$ cat src/rtl/parallel_lane_packer.sv
// Packs a scalar valid/ready sample stream into PAR_FACTOR-lane groups.
// A group closes when full or on s_last; short groups are zero-padded.
module parallel_lane_packer #(
  parameter int PAR_FACTOR = 4,
  parameter int DATA_WIDTH = 4,
  parameter int CW = $clog2(PAR_FACTOR + 1)
) (
  input  logic                             clk,
  input  logic                             rst,
  input  logic [DATA_WIDTH-1:0]            s_data,
  input  logic                             s_valid,
  input  logic                             s_last,
  output logic                             s_ready,
  output logic [PAR_FACTOR*DATA_WIDTH-1:0] m_data,
  output logic [CW-1:0]                    m_lanes,
  output logic                             m_last,
  output logic                             m_valid,
  input  logic                             m_ready
);

  localparam int IW = $clog2(PAR_FACTOR);
  localparam int GW = PAR_FACTOR * DATA_WIDTH;

  typedef enum logic {
    GATHER,
    PENDING
  } state_t;

  state_t        state;
  state_t        state_nx;
  logic [GW-1:0] g_data;
  logic [GW-1:0] g_next;
  logic [IW-1:0] idx;
  logic          g_last;

  logic accept;
  logic full;
  logic close;
  logic slot_free;
  logic load_now;
  logic release_now;

  assign slot_free   = !m_valid || m_ready;
  assign accept      = s_valid && s_ready;
  assign full        = (idx == IW'(PAR_FACTOR - 1));
  assign close       = accept && (full || s_last);
  assign load_now    = close && slot_free;
  assign release_now = (state == PENDING) && slot_free;

  // Lanes above idx are forced to zero so short groups arrive padded.
  always_comb begin
    g_next = '0;
    for (int i = 0; i < PAR_FACTOR; i++) begin
      if (i == int'(idx))
        g_next[i*DATA_WIDTH +: DATA_WIDTH] = s_data;
      else if (i < int'(idx))
        g_next[i*DATA_WIDTH +: DATA_WIDTH] =
          g_data[i*DATA_WIDTH +: DATA_WIDTH];
    end
  end

  always_ff @(posedge clk) begin
    if (rst) state <= GATHER;
    else     state <= state_nx;
  end

  always_comb begin
    state_nx = state;
    unique case (state)
      GATHER:  if (close && !slot_free) state_nx = PENDING;
      PENDING: if (slot_free)           state_nx = GATHER;
      default: state_nx = GATHER;
    endcase
  end

  always_comb begin
    s_ready = !rst && (state == GATHER);
  end

  // In PENDING the gather register keeps the closed group and its idx.
  always_ff @(posedge clk) begin
    if (rst) begin
      g_data <= '0;
      g_last <= 1'b0;
      idx    <= '0;
    end else if (load_now || release_now) begin
      g_data <= '0;
      g_last <= 1'b0;
      idx    <= '0;
    end else if (close) begin
      g_data <= g_next;
      g_last <= s_last;
    end else if (accept) begin
      g_data <= g_next;
      idx    <= idx + IW'(1);
    end
  end

  always_ff @(posedge clk) begin
    if (rst) begin
      m_data  <= '0;
      m_lanes <= '0;
      m_last  <= 1'b0;
      m_valid <= 1'b0;
    end else if (load_now) begin
      m_data  <= g_next;
      m_lanes <= CW'(idx) + CW'(1);
      m_last  <= s_last;
      m_valid <= 1'b1;
    end else if (release_now) begin
      m_data  <= g_data;
      m_lanes <= CW'(idx) + CW'(1);
      m_last  <= g_last;
      m_valid <= 1'b1;
    end else if (m_ready) begin
      m_valid <= 1'b0;
    end
  end

endmodule

$ cat config.mk
export PLATFORM = sky130hd
export DESIGN_NAME = parallel_lane_packer
export DESIGN_NICKNAME = d
export VERILOG_FILES = /design/src/rtl/parallel_lane_packer.sv
export SDC_FILE = /design/constraint.sdc
export NUM_CORES = 1
export LEC_CHECK = 0
export CORE_MARGIN = 3
export CORE_UTILIZATION = 55
export CTS_BUF_LIST = sky130_fd_sc_hd__clkbuf_4 sky130_fd_sc_hd__clkbuf_8
export CTS_CLUSTER_DIAMETER = 120
export CTS_CLUSTER_SIZE = 14
export DETAILED_ROUTE_END_ITERATION = 10
export HOLD_SLACK_MARGIN = 0.15
export PLACE_DENSITY = 0.92
export SLEW_MARGIN = 20
export SYNTH_ARGS = -nofsm -noshare
export SYNTH_HDL_FRONTEND = slang
export SYNTH_SLANG_ARGS = --single-unit
$ cat constraint.sdc
create_clock -name clk -period 2.5 [get_ports clk]
set_input_delay 0.375 -clock clk [delete_from_list [all_inputs] [get_ports clk]]
set_output_delay 0.375 -clock clk [all_outputs]
set_load 0.005 [all_outputs]
### Word-level counts from Yosys, hierarchy flattened

Index checks and enable logic that the tools add are counted.

* add/sub/neg operators: 2
* multiply operators: 0
* div/mod/pow operators: 0
* magnitude comparators: 3
* equality and inequality tests: 4
* shift operators: 0
* muxes and demuxes: 21
* bitwise operators: 2
* reductions and logical operators: 18

Operator list (number)
* $mux 16: 4
* $mux 4: 7
* $mux 1: 7
* $logic_and 1x1->1: 6
* $mux 3: 2
* $eq 2x2->1 const A: 2
* $lt 1x2->1 const A: 2
* $reduce_bool 2->1: 2
* $add 2x1->3 const B: 1
* $logic_not 1->1: 3
* $logic_or 1x1->1: 3
* $reduce_bool 3->1: 1
* $add 2x1->2 const B: 1
* $eq 1x2->1 const A: 1
* $eq 2x2->1 const B: 1
* $logic_not 2->1: 1
* $lt 2x2->1 const A: 1
* $not 1->1: 2
* $pmux 1 s2: 1
* $reduce_and 2->1: 1
* $reduce_or 2->1: 1

* bits in registers: 41
* latch bits: 0
* RAM bits: 0
* ROM bits: 0
* bits of input ports: 9
* output and inout port bits: 22
* logic and storage cells: 58
* memories: 0

### Depth between registers and ports, before layout

Gate-level depths: netlist of the first run.

* depth in word-level cells: 7
* gate-level depth with buffers: 8
* gate-level depth less buffers: 6

### Worst setup path before layout of the first run

Ideal clock, no wire load.

* path type: flip-flop to flip-flop
* from: register idx[1]
* to: register m_data[15]
* library setup time: 0.070 ns
* arrival: 1.707 ns
* required time: 2.430 ns
* setup slack: 0.723 ns
* cell stages (with the launch flop): 9
* path buffers: 3
* clock period less this slack: 1.777 ns
* path through: dfxtp_1 > ha_1 > or2_1 > buf_2 > a21oi_2 > o21a_1 > buf_4 > buf_6 > o2bb2ai_1

* longest elaborated chain between the ends: 5
* elaborated cells between the ends (all ways): 8
* those cells by class: eq/ne: 2; mux: 2; reduce/logical: 4

Ends and longest elaborated chain
* from (decl): line 33 `logic [IW-1:0] idx;`
* from (signal assigned): line 95 `idx <= idx + IW'(1);`
* $eq 2x2->1: line 45 `assign full = (idx == IW'(PAR_FACTOR - 1));`
* $logic_or 1x1->1: line 46 `assign close = accept && (full || s_last);`
* $logic_and 1x1->1: line 46
* $logic_and 1x1->1: line 47 `assign load_now = close && slot_free;`
* $mux 16 or $reduce_bool 2->1 (tied branches)
* to (signal assigned): line 106 `m_data <= g_next;`
* to (signal assigned): line 111 `m_data <= g_data;`
* to (decl): line 14 `output logic [PAR_FACTOR*DATA_WIDTH-1:0] m_data,`

Parallel ways exist; a longest one is shown, timed or not.
A chain may end at the register's enable or synchronous reset.

### Worst setup path after layout of the first run

* from: register idx[1]
* to: register m_data[1]

* longest elaborated chain between the ends: 5
* elaborated cells between the ends (all ways): 10
* those cells by class: order compare: 1; eq/ne: 1; mux: 3; reduce/logical: 5

Ends and longest elaborated chain
* parallel branches: the longest is 5 deep, another holds $lt 1x2->1

Several ways; the timed one is not identified.

==> flow_metrics.py, run 1 <==
metrics = {
    "die": {
        "dieArea_um2": 4227,
        "die_h_um": 65.02,
        "start_util_pct": 60.28,
        "ioPinCount": 31,
        "core_area_um2": 3178,
        "die_x_um": 65.02,
        "rows": 20,
    },
    "grt": {
        "grt_pass1_vias": 1505,
        "grt_max_degree": 31,
        "antenna_found_initial": 0,
        "grt_pass1_wl_mm": 7.051,
        "met1_usage_pct": 27.51,
        "grt_util_met2_pct": 34.10,
        "grtUsageTotal_pct": 21.82,
        "gr-usage-met3_pct": 6.932,
        "busiest_layer": "met2",
        "overflow": 0,
    },
    "synthesis": {
        "postSynthCellCount": 208,
        "synth-edff-count": 0,
        "syn_area_per_cell_um2": 9.210,
        "ys_async_sr_fraction_pct": 0,
        "syn_area_um2": 1916,
        "ys_ff_latch": 41,
        "synth_nets": 221,
        "ys.flop_type": "dfxtp_1",
        "yosysWarnings": 0,
        "synth.distinct_cells": 37,
        "ys_seq_area_share_pct": 42.85,
    },
    "placement": {
        "post-place-ws_ps": 284.7,
        "dp.cells": 276,
        "routabilityCongestion": 0.8706,
        "portBuffers": 30,
        "place_hpwl_mm": 2.904,
    },
    "layout": {
        "final_cell_mix": "nand2_1, dfxtp_1, clkdlybuf4s50_1",
        "antenna_cells": 0,
        "area_growth_pct": 21.29,
        "fin_cells": 284,
        "final_nets": 252,
        "layout_commonest_cell": "nand2_1",
        "drive_above_1_share_pct": 12.92,
        "utilization_pct": 73.11,
    },
    "detailed_routing": {
        "postRouteAntennaNets": 0,
        "drt-pass1-iter-count": 5,
        "via_count": 1621,
        "drc": 0,
        "drt_iter0_markers": 103,
        "vias_per_cell": 5.708,
        "wl_per_cell_um": 14.43,
        "wirelength_mm": 4.097,
    },
    "timing": {
        "fmax_mhz": 496.8,
        "finalHoldViolCount": 0,
        "drv_slew": 0,
        "period_share_pct": 80.52,
        "clock_skew_ps": 3.726,
        "timing.final.crit_period_ps": 2013,
        "relSlewSlack_pct": 47.71,
        "tightestPinTransition_ps": 778.4,
        "setup_violations": 0,
        "finalSetupTns_ps": 0,
        "layout_setup_ws_ps": 487.0,
        "rsz0062_at_grt": "false",
    },
    "critical_path": {
        "worst_r2r_endpoint": "m_data[1]$_SDFFE_PP0P_",
        "max_stage_delay_ps": 620,
        "cp.required_ps": 2800,
        "path_class": "flip-flop to flip-flop",
        "r2r_start": "idx[1]$_SDFFE_PP0P_",
        "worstSetupEndpointType": "flip-flop",
        "rrSetupSlack_ps": 490,
        "reg2reg_depth": 5,
        "cp_max_fo": 8,
        "start_kind": "flip-flop",
        "cp_slowest_cell": "nor3_1",
        "path_cells": "ha_1 > or2_1 > a21oi_2 > nor3_1 > a22o_1",
        "worstPathArrival_ps": 2310,
    },
    "power_and_ir_drop": {
        "vdd_ir_drop_max_mv": 0.3961,
        "share_seq_of_total_power_pct": 57.7,
        "intPower_mw": 0.8625,
        "power_density_nw_per_um2": 501.8,
        "p_sw_mw": 0.3033,
        "leakage_nw": 0.7948,
        "clockPowerShare_pct": 30.4,
        "combPwrFrac_pct": 11.9,
        "swShare_pct": 26.02,
    },
    "cts": {
        "tritoncts": "yes",
        "clock_tree.buffer_depth": 2,
        "cts.sinks": 41,
        "clock_latency_ps": 350,
        "cts_resized": 0,
        "ctsHoldBuffers": 0,
        "cts-htree-levels": 2,
        "cts_buffers": 5,
        "cts_setup_buffers": 0,
        "clkTransAtPathRegs_ps": 120,
        "cts_root_buf": "clkbuf_4",
    },
    "hold_path": {
        "hold_path_end": "g_data[13]$_SDFFE_PP0P_",
        "min_path_type": "flip-flop to flip-flop",
        "hold_depth": 2,
        "hp-start": "g_data[13]$_SDFFE_PP0P_",
    },
    "run_status": {
        "status": "finished clean",
    },
    "run": {
        "maxCapViolCount": 0,
    },
}
==> worst max path at each step <==
| stage | startpoint | endpoint | slack [ps] | depth (start not counted) |
|---|---|---|---|---|
| detailed placement | s_valid | m_data[12]$_SDFFE_PP0P_ | 280 | 6 |
| floorplan | idx[1]$_SDFFE_PP0P_ | m_data[15]$_SDFFE_PP0P_ | 720 | 8 |
| global placement | s_valid | m_data[8]$_SDFFE_PP0P_ | 310 | 6 |
| finish | idx[1]$_SDFFE_PP0P_ | m_data[1]$_SDFFE_PP0P_ | 490 | 5 |
| global route | idx[1]$_SDFFE_PP0P_ | m_data[2]$_SDFFE_PP0P_ | 240 | 5 |
| CTS | idx[1]$_SDFFE_PP0P_ | m_lanes[0]$_SDFFE_PP0P_ | 500 | 5 |
==> cells by family after synthesis <==
| kind of cell | after synthesis | share of synthesized area [%] |
|---|---|---|
| buf+inv | 17 | 5.290 |
| flops | 41 | 42.85 |
| xor+xnor | 1 | 0.4573 |
| simple gates | 68 | 16.46 |
| fa+ha+maj | 4 | 2.613 |
| mux | 15 | 7.838 |
| compound gates | 62 | 24.49 |
==> stage by stage <==
step	total power [mW]	hold slack (ps)	cell area, um^2
2_1_floorplan	0.7733	435.7	1916
3_3_place_gp	0.8207	442.0	2258
3_5_place_dp	0.8244	447.5	2258
4_1_cts	1.172	471.9	2323
5_1_grt	1.220	491.6	2323
6_report	1.166	474.4	2323
==> flip-flops by register name (all words and copies together) (netlist names) <==
name and count:
g_data 16, m_data 16, m_lanes 3, idx 2, g_last 1, m_last 1, m_valid 1, state 1
==> power by group through the flow <==
stage / clock [mW] / sequential [mW] / combinational [mW]
after floorplan: 0 / 0.686 / 0.0869
after global placement: 0 / 0.687 / 0.134
after detailed placement: 0 / 0.687 / 0.137
after CTS: 0.362 / 0.673 / 0.137
after global routing: 0.395 / 0.675 / 0.150
final: 0.355 / 0.673 / 0.138
==> cell type report <==
cell class / count / area [um^2]
Clock buffer: 6 / 51.30
Clock inverter: 2 / 13.76
Fill cell: 236 / 854.6
Inverter: 3 / 11.26
Multi-Input combinational cell: 150 / 998.5
Sequential cell: 41 / 820.8
Tap cell: 44 / 55.05
Timing Repair Buffer: 38 / 372.9
==> worst max-delay path, delay by kind of cell (launching register included) <==
kind,cells,cell delay (ps)
flip-flops,1,480
adder cells (fa/ha/maj),1,220
AND/OR/NAND/NOR,2,880
AO/OA/AOI/OAI,2,380
==> cells in the mapped netlist, drive strengths merged, types with 3 or more instances <==
| library cell | count | area share, % |
|---|---|---|
| a211oi | 4 | 1.6 |
| a21oi | 22 | 5.9 |
| a22o | 7 | 3.2 |
| a31oi | 4 | 1.3 |
| and2 | 3 | 0.98 |
| buf | 10 | 3.9 |
| clkbuf | 4 | 0.78 |
| dfxtp | 41 | 43 |
| ha | 4 | 2.6 |
| inv | 3 | 0.59 |
| mux2i | 15 | 7.8 |
| nand2 | 42 | 8.2 |
| nand3 | 3 | 0.78 |
| nor2 | 8 | 1.6 |
| nor3 | 4 | 1.6 |
| o21ai | 10 | 2.8 |
| o2bb2ai | 12 | 8.4 |
==> metal layers <==
layer	vias to the layer above	part of all wire, %
li1	801	-
met1	742	43
met2	65	48
met3	13	6.8
met4	0	2.2
met5	-	0
Note: power is estimated with default switching activity, not from simulation.
==> run 2, diff against run 1 <==
==> constraint.sdc (replaced) <==
create_clock -name clk -period 2 [get_ports clk]
set_input_delay 0.3 -clock clk [delete_from_list [all_inputs] [get_ports clk]]
set_output_delay 0.3 -clock clk [all_outputs]
set_load 0.005 [all_outputs]
==> run 2 against run 1 <==
Global-route usage grew 0.23 points. Critical path type unchanged. Register-to-register slack lost 300 ps. First-iteration DRC count grew 3.9%. Sequential power grew 25%. Combinational power grew 32%. Wire length grew 3.0%. Non-clock buffer count grew 4. Final area grew 1.8%. Critical endpoint is now g_last$_SDFFE_PP0P_. Clock power grew 28%.
==> flow_metrics.py, run 2 (synthesis results as in run 1) <==
metrics = {
    "grt": {
        "grt_pass1_vias": 1582,
        "grt_pass1_wl_mm": 7.196,
        "antenna_found_initial": 0,
        "grt_max_degree": 31,
        "grtUsageTotal_pct": 22.05,
        "overflow": 0,
    },
    "critical_path": {
        "worstPathArrival_ps": 2040,
        "cp_slowest_cell": "o21ai_2",
        "endpoint": "g_last$_SDFFE_PP0P_",
        "r2r_start": "idx[0]$_SDFFE_PP0P_",
        "cp.required_ps": 2230,
        "max_stage_delay_ps": 680,
        "start_kind": "flip-flop",
        "worstSetupEndpointType": "flip-flop",
        "crit_buf_inv": 0,
        "cp_max_fo": 19,
        "startpoint": "idx[0]$_SDFFE_PP0P_",
        "worst_r2r_endpoint": "g_last$_SDFFE_PP0P_",
        "reg2reg_depth": 5,
        "path_cells": "ha_1 > or2_1 > a21oi_2 > o21ai_2 > nor2_1",
        "rrSetupSlack_ps": 180,
        "critPathTopFamily": "compound AO/OA/AOI/OAI gates",
        "path_class": "flip-flop to flip-flop",
        "cp.depth": 5,
    },
    "layout": {
        "multi_input_area_um2": 998.5,
        "seqCellArea_um2": 820.8,
        "drive_above_1_share_pct": 14.34,
        "final_area_um2": 2366,
        "final_nets": 256,
        "layout_commonest_cell": "nand2_1",
        "largestRegisters": "g_data: 16 flops, m_data: 16 flops, m_lanes: 3 flops",
        "antenna_cells": 0,
        "area_growth_pct": 23.51,
        "final_cell_mix": "nand2_1, dfxtp_1, clkdlybuf4s50_1",
        "fillCellCount": 232,
    },
    "cts": {
        "tritoncts": "yes",
        "cts_buffers": 5,
        "clkTransAtPathRegs_ps": 130,
        "cts_root_buf": "clkbuf_4",
        "cts-htree-levels": 2,
        "ctsHoldBuffers": 0,
        "cts_setup_buffers": 0,
        "cts_resized": 0,
        "cts.sinks": 41,
        "clock_tree.buffer_depth": 2,
        "clock_latency_ps": 360,
    },
    "timing": {
        "fmax_mhz": 550.4,
        "clock_skew_ps": 12.50,
        "setup_violations": 0,
        "relSlewSlack_pct": 42.71,
        "finalHoldViolCount": 0,
        "finalSetupTns_ps": 0,
        "finalHoldWorstSlack_ps": 479.4,
        "drv_slew": 0,
        "timing.final.crit_period_ps": 1817,
        "tightestPinTransition_ps": 859.2,
        "period_share_pct": 90.84,
        "rsz0062_at_grt": "false",
    },
    "detailed_routing": {
        "vias_per_cell": 5.663,
        "drc": 0,
        "drt_iter0_markers": 107,
        "postRouteAntennaNets": 0,
        "drt-pass1-iter-count": 4,
        "via_count": 1631,
        "wl_per_cell_um": 14.65,
        "wirelength_mm": 4.219,
    },
    "die": {
        "start_util_pct": 60.28,
        "rows": 20,
        "ioPinCount": 31,
        "core_area_um2": 3178,
        "die_h_um": 65.02,
        "dieArea_um2": 4227,
        "die_x_um": 65.02,
    },
    "placement": {
        "routabilityCongestion": 0.8070,
        "placed_cell_area_um2": 2301,
        "portBuffers": 30,
        "place_hpwl_mm": 2.891,
    },
    "hold_path": {
        "min_path_type": "flip-flop to flip-flop",
    },
    "power_and_ir_drop": {
        "power_density_nw_per_um2": 623.5,
        "vdd_ir_drop_max_mv": 0.4353,
        "leakage_nw": 0.8181,
    },
    "run": {
        "maxCapViolCount": 0,
    },
    "run_status": {
        "status": "finished clean",
    },
}
## run 2: where the power goes
part | leakage [nW] | internal (mW) | switching (mW)
clock | 0.0382 | 0.172 | 0.282
sequential | 0.332 | 0.831 | 0.00927
combinational | 0.448 | 0.0816 | 0.100
total | 0.818 | 1.08 | 0.391
## run 2: worst min-delay path by stage
stage | from | to | cells after the start
after floorplan | g_data[12]$_SDFFE_PP0P_ | g_data[12]$_SDFFE_PP0P_ | 2
after global placement | g_data[13]$_SDFFE_PP0P_ | g_data[13]$_SDFFE_PP0P_ | 2
after detailed placement | m_data[5]$_SDFFE_PP0P_ | m_data[5]$_SDFFE_PP0P_ | 1
after CTS | g_data[15]$_SDFFE_PP0P_ | g_data[15]$_SDFFE_PP0P_ | 2
after global routing | m_data[10]$_SDFFE_PP0P_ | m_data[10]$_SDFFE_PP0P_ | 1
final | g_data[15]$_SDFFE_PP0P_ | g_data[15]$_SDFFE_PP0P_ | 2
## run 2: cell type report
class,instances,share of cell area [%]
Clock buffer,6,2.168
Clock inverter,2,0.5817
Inverter,3,0.4759
Multi-Input combinational cell,150,42.20
Sequential cell,41,34.69
Tap cell,44,2.327
Timing Repair Buffer,42,17.56
## run 2: through the flow
| step | setup slack [ps] | cells | util (%) | total power, mW |
|---|---|---|---|---|
| 6_report | 183.1 | 288 | 74.45 | 1.475 |
| 5_1_grt | 66.86 | 288 | 74.45 | 1.521 |
| 4_1_cts | 187.8 | 288 | 74.45 | 1.472 |
| 3_5_place_dp | 20.12 | 280 | 72.40 | 1.037 |
| 3_3_place_gp | 74.03 | 280 | 72.40 | 1.033 |
| 2_1_floorplan | 222.7 | 208 | - | 0.9666 |
## run 2: worst reg2reg max path, delay by kind of cell, from the launching register on
kind / cells / cell delay, ps
AOI/OAI and AO/OA: 2 / 790
adders and majority gates: 1 / 230
DFF: 1 / 370
and+or+nand+nor: 2 / 290
## run 2: layer usage
layer  GRT usage, %  vias to the layer above  share of wire (%)
li1               -                      809                  -
met1          26.89                      749                 44
met2          35.63                       57                 46
met3          5.546                       16                5.9
met4          11.66                        0                3.2
met5              0                        -                  0
==> run 3, diff against run 2 <==
--- a/config.mk
+++ b/config.mk
@@ -6,13 +6,12 @@
 export NUM_CORES = 1
 export LEC_CHECK = 0
 export CORE_MARGIN = 3
-export CORE_UTILIZATION = 55
-export CTS_BUF_LIST = sky130_fd_sc_hd__clkbuf_4 sky130_fd_sc_hd__clkbuf_8
+export CORE_UTILIZATION = 52
 export CTS_CLUSTER_DIAMETER = 120
 export CTS_CLUSTER_SIZE = 14
 export DETAILED_ROUTE_END_ITERATION = 10
 export HOLD_SLACK_MARGIN = 0.15
-export PLACE_DENSITY = 0.92
+export PLACE_DENSITY = 0.78
 export SLEW_MARGIN = 20
 export SYNTH_ARGS = -nofsm -noshare
 export SYNTH_HDL_FRONTEND = slang
==> constraint.sdc (replaced) <==
create_clock -name clk -period 2 [get_ports clk]
set_input_delay 0.3 -clock clk [delete_from_list [all_inputs] [get_ports clk]]
set_output_delay 0.3 -clock clk [all_outputs]
set_load 0.01 [all_outputs]
==> run 3 against run 2 <==
Critical endpoint unchanged. Largest cell class unchanged. Maximum frequency is 0.93% lower. Critical path depth stayed put. Clock power is 41% higher. Utilization is 4.9 points lower. Register-to-register slack worse by 20 ps. Clock skew is 8.2 ps lower. Die area is 5.2% higher. First-iteration DRC count is 5.6% lower.
==> flow_metrics.py, run 3 (synthesis results as in run 1) <==
metrics = {
    "power_and_ir_drop": {
        "power_density_nw_per_um2": 693.9,
        "vdd_ir_drop_max_mv": 0.4511,
        "share_seq_of_total_power_pct": 50.5,
        "clockPowerShare_pct": 38.5,
        "leakage_nw": 0.8306,
        "swShare_pct": 23.44,
        "p_sw_mw": 0.3895,
        "power.total_mw": 1.662,
        "intPower_mw": 1.272,
        "combPwrFrac_pct": 10.9,
    },
    "critical_path": {
        "critPathTopFamily": "compound AO/OA/AOI/OAI gates",
        "cp.required_ps": 2150,
        "worstPathArrival_ps": 1990,
        "path_cells": "ha_1 > or2_1 > a21oi_2 > o21ai_2 > nor2_1",
        "worstSetupEndpointType": "flip-flop",
        "start_kind": "flip-flop",
        "max_stage_delay_ps": 700,
        "cp_slowest_cell": "o21ai_2",
        "path_class": "flip-flop to flip-flop",
        "crit_buf_inv": 0,
        "cp_max_fo": 19,
    },
    "timing": {
        "rsz0062_at_grt": "false",
        "finalHoldViolCount": 0,
        "tightestPinTransition_ps": 880.8,
        "timing.final.crit_period_ps": 1834,
        "finalSetupTns_ps": 0,
        "drv_slew": 0,
        "period_share_pct": 91.70,
        "setup_violations": 0,
        "fmax_mhz": 545.3,
        "clock_skew_ps": 4.263,
        "relSlewSlack_pct": 41.27,
    },
    "grt": {
        "gr-usage-met3_pct": 4.722,
        "grt_pass1_vias": 1482,
        "grtUsageTotal_pct": 21.72,
        "grt_max_degree": 20,
        "met1_usage_pct": 29.02,
        "grt_pass1_wl_mm": 7.203,
        "antenna_found_initial": 0,
        "busiest_layer": "met2",
        "overflow": 0,
        "grt_util_met2_pct": 32.92,
    },
    "detailed_routing": {
        "vias_per_cell": 5.474,
        "drt_iter0_markers": 101,
        "drc": 0,
        "postRouteAntennaNets": 0,
        "via_count": 1582,
        "wl_per_cell_um": 14.88,
        "drt-pass1-iter-count": 4,
        "wirelength_mm": 4.299,
    },
    "cts": {
        "clock_tree.buffer_depth": 2,
        "cts-htree-levels": 2,
        "tritoncts": "yes",
        "cts_root_buf": "clkbuf_8",
        "cts.sinks": 41,
        "clock_latency_ps": 290,
        "cts_resized": 0,
        "cts_buffers": 5,
        "clkTransAtPathRegs_ps": 70,
        "ctsHoldBuffers": 0,
        "cts_setup_buffers": 0,
    },
    "die": {
        "die_h_um": 66.70,
        "core_area_um2": 3442,
        "die_x_um": 66.70,
        "rows": 21,
        "start_util_pct": 55.65,
        "dieArea_um2": 4448,
        "ioPinCount": 31,
    },
    "placement": {
        "place_hpwl_mm": 2.981,
        "portBuffers": 30,
        "routabilityCongestion": 0.8464,
    },
    "layout": {
        "antenna_cells": 0,
        "multi_input_area_um2": 998.5,
        "final_cell_mix": "nand2_1, dfxtp_1, clkdlybuf4s50_1",
        "area_growth_pct": 25.02,
        "layout_commonest_cell": "nand2_1",
        "seqCellArea_um2": 820.8,
        "utilization_pct": 69.57,
        "final_nets": 256,
        "fillCellCount": 284,
        "drive_above_1_share_pct": 13.99,
        "largestRegisters": "g_data: 16 flops, m_data: 16 flops, m_lanes: 3 flops",
    },
    "run_status": {
        "status": "finished clean",
    },
    "run": {
        "maxCapViolCount": 0,
    },
    "hold_path": {
        "min_path_type": "flip-flop to flip-flop",
    },
}
run 3: area by class of cell:
cell class / count / area share (%)
repair buffers: 42 / 16.82
inverters: 3 / 0.4702
multi-input cells: 150 / 41.69
well taps: 46 / 2.403
clock buffers: 5 / 2.874
flip-flops and latches: 41 / 34.27
clock inverters: 2 / 1.463
run 3: power groups by stage:
stage | logic, mW | registers, mW | clock network [mW]
after floorplan | 0.109 | 0.861 | 0
after global placement | 0.179 | 0.859 | 0
after detailed placement | 0.181 | 0.859 | 0
after CTS | 0.181 | 0.840 | 0.657
after global routing | 0.198 | 0.842 | 0.692
final | 0.181 | 0.840 | 0.640
run 3: path summary, 6_finish.rpt:
check / start / to / slack, ps / depth (start not counted)
setup / recovery: idx[0]$_SDFFE_PP0P_ / g_last$_SDFFE_PP0P_ / 170 / 5
hold / removal: g_data[15]$_SDFFE_PP0P_ / g_data[15]$_SDFFE_PP0P_ / 460 / 2
setup reg to reg: idx[0]$_SDFFE_PP0P_ / g_last$_SDFFE_PP0P_ / 170 / 5
hold reg to reg: g_data[15]$_SDFFE_PP0P_ / g_data[15]$_SDFFE_PP0P_ / 460 / 2
run 3: stage by stage:
stage / instances / hold WS [ps] / setup slack [ps] / instance area (um^2)
final: 289 / 460.4 / 166.0 / 2395
after global routing: 289 / 474.9 / 35.93 / 2395
after CTS: 289 / 458.7 / 175.8 / 2395
after detailed placement: 282 / 447.2 / 10.19 / 2291
after global placement: 282 / 440.8 / 47.99 / 2291
after floorplan: 208 / 435.7 / 222.7 / 1916
run 3: layer usage:
metal	routed length, um	part of all wire [%]
met3	250	5.8
met5	0	0
met2	2025	47
met4	87	2.0
met1	1936	45
run 3: worst min-delay path, stage by stage, from the launching register on:
cell	delay, ps
dfxtp_1	320
nand2_1	50
a21oi_1	50
==> RTL change 1 (config.mk and constraints of run 1) <==
Reset style: asynchronous (`rst`), changed in 3 clocked blocks.
--- a/src/rtl/parallel_lane_packer.sv
+++ b/src/rtl/parallel_lane_packer.sv
@@ -60,5 +60,5 @@
   end
 
-  always_ff @(posedge clk) begin
+  always_ff @(posedge clk or posedge rst) begin
     if (rst) state <= GATHER;
     else     state <= state_nx;
@@ -79,5 +79,5 @@
 
   // In PENDING the gather register keeps the closed group and its idx.
-  always_ff @(posedge clk) begin
+  always_ff @(posedge clk or posedge rst) begin
     if (rst) begin
       g_data <= '0;
@@ -97,5 +97,5 @@
   end
 
-  always_ff @(posedge clk) begin
+  always_ff @(posedge clk or posedge rst) begin
     if (rst) begin
       m_data  <= '0;
Behaviour: differs if rst is asserted again (counterexample within 4 cycles, from zero or initial values and one cycle with rst high); with rst held inactive, the same outputs for 10 cycles.
==> RTL change 1 against run 1 <==
Global-route usage rose by 0.48 points; first-iteration DRC count increased by 77%; synthesized cell count fell by 9.6%; via count is 3.5% lower; cell area grew 3.1%; wire length grew 5.5%; area after synthesis increased by 3.4%; sequential share of layout area up 7.5 points; setup slack worse by 0.12 ns; sequential cell count unchanged; critical path type unchanged; critical endpoint is now m_data[6]$_DFFE_PP0P_.
Power is not compared: it rests on default switching activity, and its combinational part moved more than twofold at a synthesized area within 25%.
==> RTL change 1: results (changes against run 1) <==
Outcome
  – Status: finished, final reports clean

Logic synthesis
  – Syn Nets: 201 (-9.0%)
  – Area contributors post-synth: dfrtp_1 52%, o221a_2 5.1%, nand2_1 4.9%, a21oi_1 4.8%, o22a_1 3.5%
  – Netlist cell types: 30 (-19%)
  – Async SR Flop Fraction: 1.000 (+1.000)
  – Most numerous cell in the Yosys netlist: dfrtp_1
  – Syn. warnings: 0 (unchanged)
  – Synth area leader: dfrtp_1
  – Sequential fraction of the synthesis area: 0.5180 (+0.08953)
  – Top post-synthesis cells by count: 41 x dfrtp_1, 26 x nand2_1, 19 x a21oi_1

Hold path
  – Hold path depth: 1 (-1)
  – Min-delay src: m_lanes[2]$_DFFE_PP0P_
  – Hold EP: m_lanes[2]$_DFFE_PP0P_

Global route
  – First-pass GRT wire length: 7307 um (+3.6%)
  – Largest net degree at the start of global routing: 42 (+35%)
  – Tot GR Track Use: 0.2230 (+0.004814)
  – Vias in the first global route: 1556 (+3.4%)

Cells and area
  – Layout cells sized above 1: 0.1480 (+0.01882)
  – Final nets: 235 (-6.7%)
  – Layout fillers: 237 (+0.42%)

Power and ir drop
  – Max rail drop VDD: 0.4664 mV

Placement
  – Hpwl dp: 3077 um (+6.0%)
  – Placer congestion estimate: 0.8074 (-7.3%)

Worst setup path
  – Reg2Reg Setup Slack: 0.37 ns (-0.12 ns)
  – Critical path origin: idx[1]$_DFFE_PP0P_
  – CP Max Fanout: 20 (+12)
  – Worst r2r src: idx[1]$_DFFE_PP0P_
  – Critical Path AT: 2.43 ns (+0.12 ns)
  – R2R depth: 6 (+1)
  – RR Endpoint: m_data[6]$_DFFE_PP0P_

Detailed routing
  – Drt total wl: 4321 um (+5.5%)
  – Initial DRC count: 182 (+77%)
  – DR vias: 1565 (-3.5%)
  – Total iterations of the first detailed-routing run: 4 (-1)

Timing
  – Max Clock Skew: 0.009703 ns (+0.005978 ns)
  – Rel. slew slack: 0.4539 (-0.02319)
==> RTL change 1: cell count changes after synthesis, sizes merged, moves of 10 or more <==
cell	delta
dfxtp	-41
o2bb2ai	-12
nor2b	+10
nand2	-16
mux2i	-11
dfrtp	+41
==> RTL change 1: cells by family after synthesis <==
group           Yosys count  share of synthesized area
simple gates             69                     0.1800
compound gates           52                     0.1990
flops                    41                     0.5180
buf+inv                  14                    0.03600
mux                       7                    0.03727
fa+ha+maj                 4                    0.02527
xor+xnor                  1                   0.004423
==> RTL change 1: layout make-up <==
cell class                 count  area share
sequential                    41      0.4282
clock inverter                 2    0.004178
clock buffer                   6     0.01880
inverter                       3    0.004700
tap                           46     0.02402
timing repair buffer          38      0.1504
multi-input combinational    133      0.3697
==> RTL change 1: routing by layer <==
metal / global-route usage / part of all wire
met5: 0 / 0
met4: 0.1066 / 0.028
met1: 0.3033 / 0.44
met3: 0.03741 / 0.054
met2: 0.3467 / 0.48
==> RTL change 1: worst max-delay path by stage <==
stage                                  end  slack, ns  cells after the start
finish               m_data[6]$_DFFE_PP0P_       0.37                      6
global route         m_data[5]$_DFFE_PP0P_       0.21                      6
CTS                  m_data[6]$_DFFE_PP0P_       0.38                      6
detailed placement   m_data[4]$_DFFE_PP0P_       0.12                      6
global placement     m_data[7]$_DFFE_PP0P_       0.14                      6
floorplan           m_lanes[0]$_DFFE_PP0P_       0.23                      5
==> RTL change 1: metrics by stage <==
step	util	std cells	worst slack, ns	hold slack [ns]	area (um2)
after CTS	0.7069	269	0.3790	0.5117	2396
after floorplan	-	188	0.2271	0.4828	1981
after detailed placement	0.6907	261	0.1156	0.4782	2341
after global routing	0.7069	269	0.2138	0.5293	2396
after global placement	0.6907	261	0.1398	0.4835	2341
final	0.7069	269	0.3715	0.5119	2396
==> RTL change 1: power groups by stage <==
stage	clock, uW	combinational [uW]	sequential [uW]
2_1_floorplan	0	485	1020
3_3_place_gp	0	869	1030
3_5_place_dp	0	895	1040
4_1_cts	336	896	1020
5_1_grt	364	980	1050
6_report	331	888	1020
==> RTL change 1: worst max-delay path, stage by stage, from the launching register on <==
cell     delay, ns
dfrtp_1       0.44
ha_1          0.22
or2_1         0.12
a31oi_2       0.12
nor2_2        0.65
buf_4         0.32
o221a_2       0.21
==> RTL change 2 (settings of run 1) <==
Made on the original files. Set the parameter `PAR_FACTOR` to 2 (it was 4).
--- a/src/rtl/parallel_lane_packer.sv
+++ b/src/rtl/parallel_lane_packer.sv
@@ -2,5 +2,5 @@
 // A group closes when full or on s_last; short groups are zero-padded.
 module parallel_lane_packer #(
-  parameter int PAR_FACTOR = 4,
+  parameter int PAR_FACTOR = 2,
   parameter int DATA_WIDTH = 4,
   parameter int CW = $clog2(PAR_FACTOR + 1)
Interface: changed (resized m_data and m_lanes); port bits go from 31 to 22. The function was not compared with the original's and may differ.
==> RTL change 2 against run 1 <==
Area after synthesis is 45% lower; combinational power is 30% lower; wire length is 50% lower; clock power is 52% lower; total power is 44% lower; die area is 41% lower; sequential cell count is 18 lower; first-iteration DRC count is 89% lower; setup slack better by 0.027 ns; final cell count is 45% lower; cell area is 45% lower; register-to-register slack better by 0.45 ns; critical endpoint is now s_ready; largest cell class unchanged; highest routed layer unchanged.
==> RTL change 2: results (changes against run 1) <==
Logic synthesis
  – Area contributors post-synth: dfxtp_1 44%, mux2i_1 7.6%, nand2_1 5.0%, o2bb2ai_1 5.0%, a21oi_1 4.7%
  – Syn Nets: 119 (-46%)
  – Netlist cell types: 30 (-19%)
  – Sequential fraction of the synthesis area: 0.4360 (+0.007541)

Detailed routing
  – Wire length on met2: 1016 um (-48%)
  – Total iterations of the first detailed-routing run: 4 (-1)
  – Initial DRC count: 11 (-89%)
  – DR vias: 844 (-48%)

Global route
  – Largest net degree at the start of global routing: 17 (-45%)
  – Vias in the first global route: 876 (-42%)
  – Tot GR Track Use: 0.1953 (-0.02291)
  – Met3 usage: 0.03625 (-0.03307)
  – Met1 GRT Util: 0.2308 (-0.04431)
  – First-pass GRT wire length: 3801 um (-46%)

Worst setup path
  – Max incr delay on CP: 0.57 ns (-0.05 ns)
  – Setup crit end: s_ready
  – Critical Path AT: 1.61 ns (-0.70 ns)
  – Critical path origin: rst
  – Worst r2r src: full$_SDFFE_PP0P_
  – Critical Path Slowest Stage Cell: clkdlybuf4s50_1
  – RR Endpoint: g_data[2]$_SDFFE_PP0P_
  – Reg2Reg Setup Slack: 0.94 ns (+0.45 ns)

Floorplanning
  – Core ar.: 0.001764 mm2 (-44%)

Timing
  – Max Clock Skew: 0.007487 ns (+0.003761 ns)
  – Worst Max-Slew Pin Slew: 0.6227 ns (-0.1556 ns)

Placement
  – Post-DP Area: 0.001260 mm2 (-44%)
  – Hpwl dp: 1513 um (-48%)

Cells and area
  – Clock Network Area Fraction: 0.02138 (-0.006622)
  – Non-clk bufs: 24 (-37%)
  – Register share of the cell area: 0.3576 (+0.004373)
  – Buffering overhead: 0.1808 (+0.02028)
  – Reg area: 460.4 um2 (-44%)
  – Comb_multi_in: 76 (-49%)
  – Non-Filler Instances: 155 (-45%)
  – Fraction of area in multi-input gates: 0.4072 (-0.02253)
  – Final nets: 140 (-44%)

Hold path
  – Min-delay src: g_data[6]$_SDFFE_PP0P_

Power and ir drop
  – Leakage: 0.0004281 uW (-46%)
  – Max rail drop VDD: 0.3704 mV (-6.5%)

Clock network
  – Worst-skew pair later-pin latency: 0.32 ns (-0.03 ns)

Outcome
  – Status: finished, final reports clean
==> RTL change 2: cell types whose count changed in the layout (fill, tap and decap cells not counted), sizes merged, moves of 4 or more <==
| cell | before | now |
|---|---|---|
| nand2 | 42 | 14 |
| dfxtp | 41 | 23 |
| a21oi | 22 | 11 |
| clkdlybuf4s50 | 30 | 21 |
| a22o | 7 | 0 |
| mux2i | 15 | 8 |
| buf | 8 | 3 |
| o21ai | 10 | 5 |
| a31oi | 4 | 0 |
| ha | 4 | 0 |
| o2bb2ai | 12 | 8 |
==> RTL change 2: kinds of logic after synthesis <==
group	count (synthesis)	synth area share
compound gates	29	0.2050
buf+inv	11	0.06753
flops	23	0.4360
mux	11	0.1078
simple gates	36	0.1837
==> RTL change 2: where the power goes <==
part | internal, uW | total, uW | switching [uW] | leakage (uW)
Clock | 59.9 | 172 | 112 | 0.0000177
Sequential | 377 | 384 | 6.24 | 0.000187
Combinational | 50.3 | 96.7 | 46.4 | 0.000224
Total | 487 | 652 | 165 | 0.000428
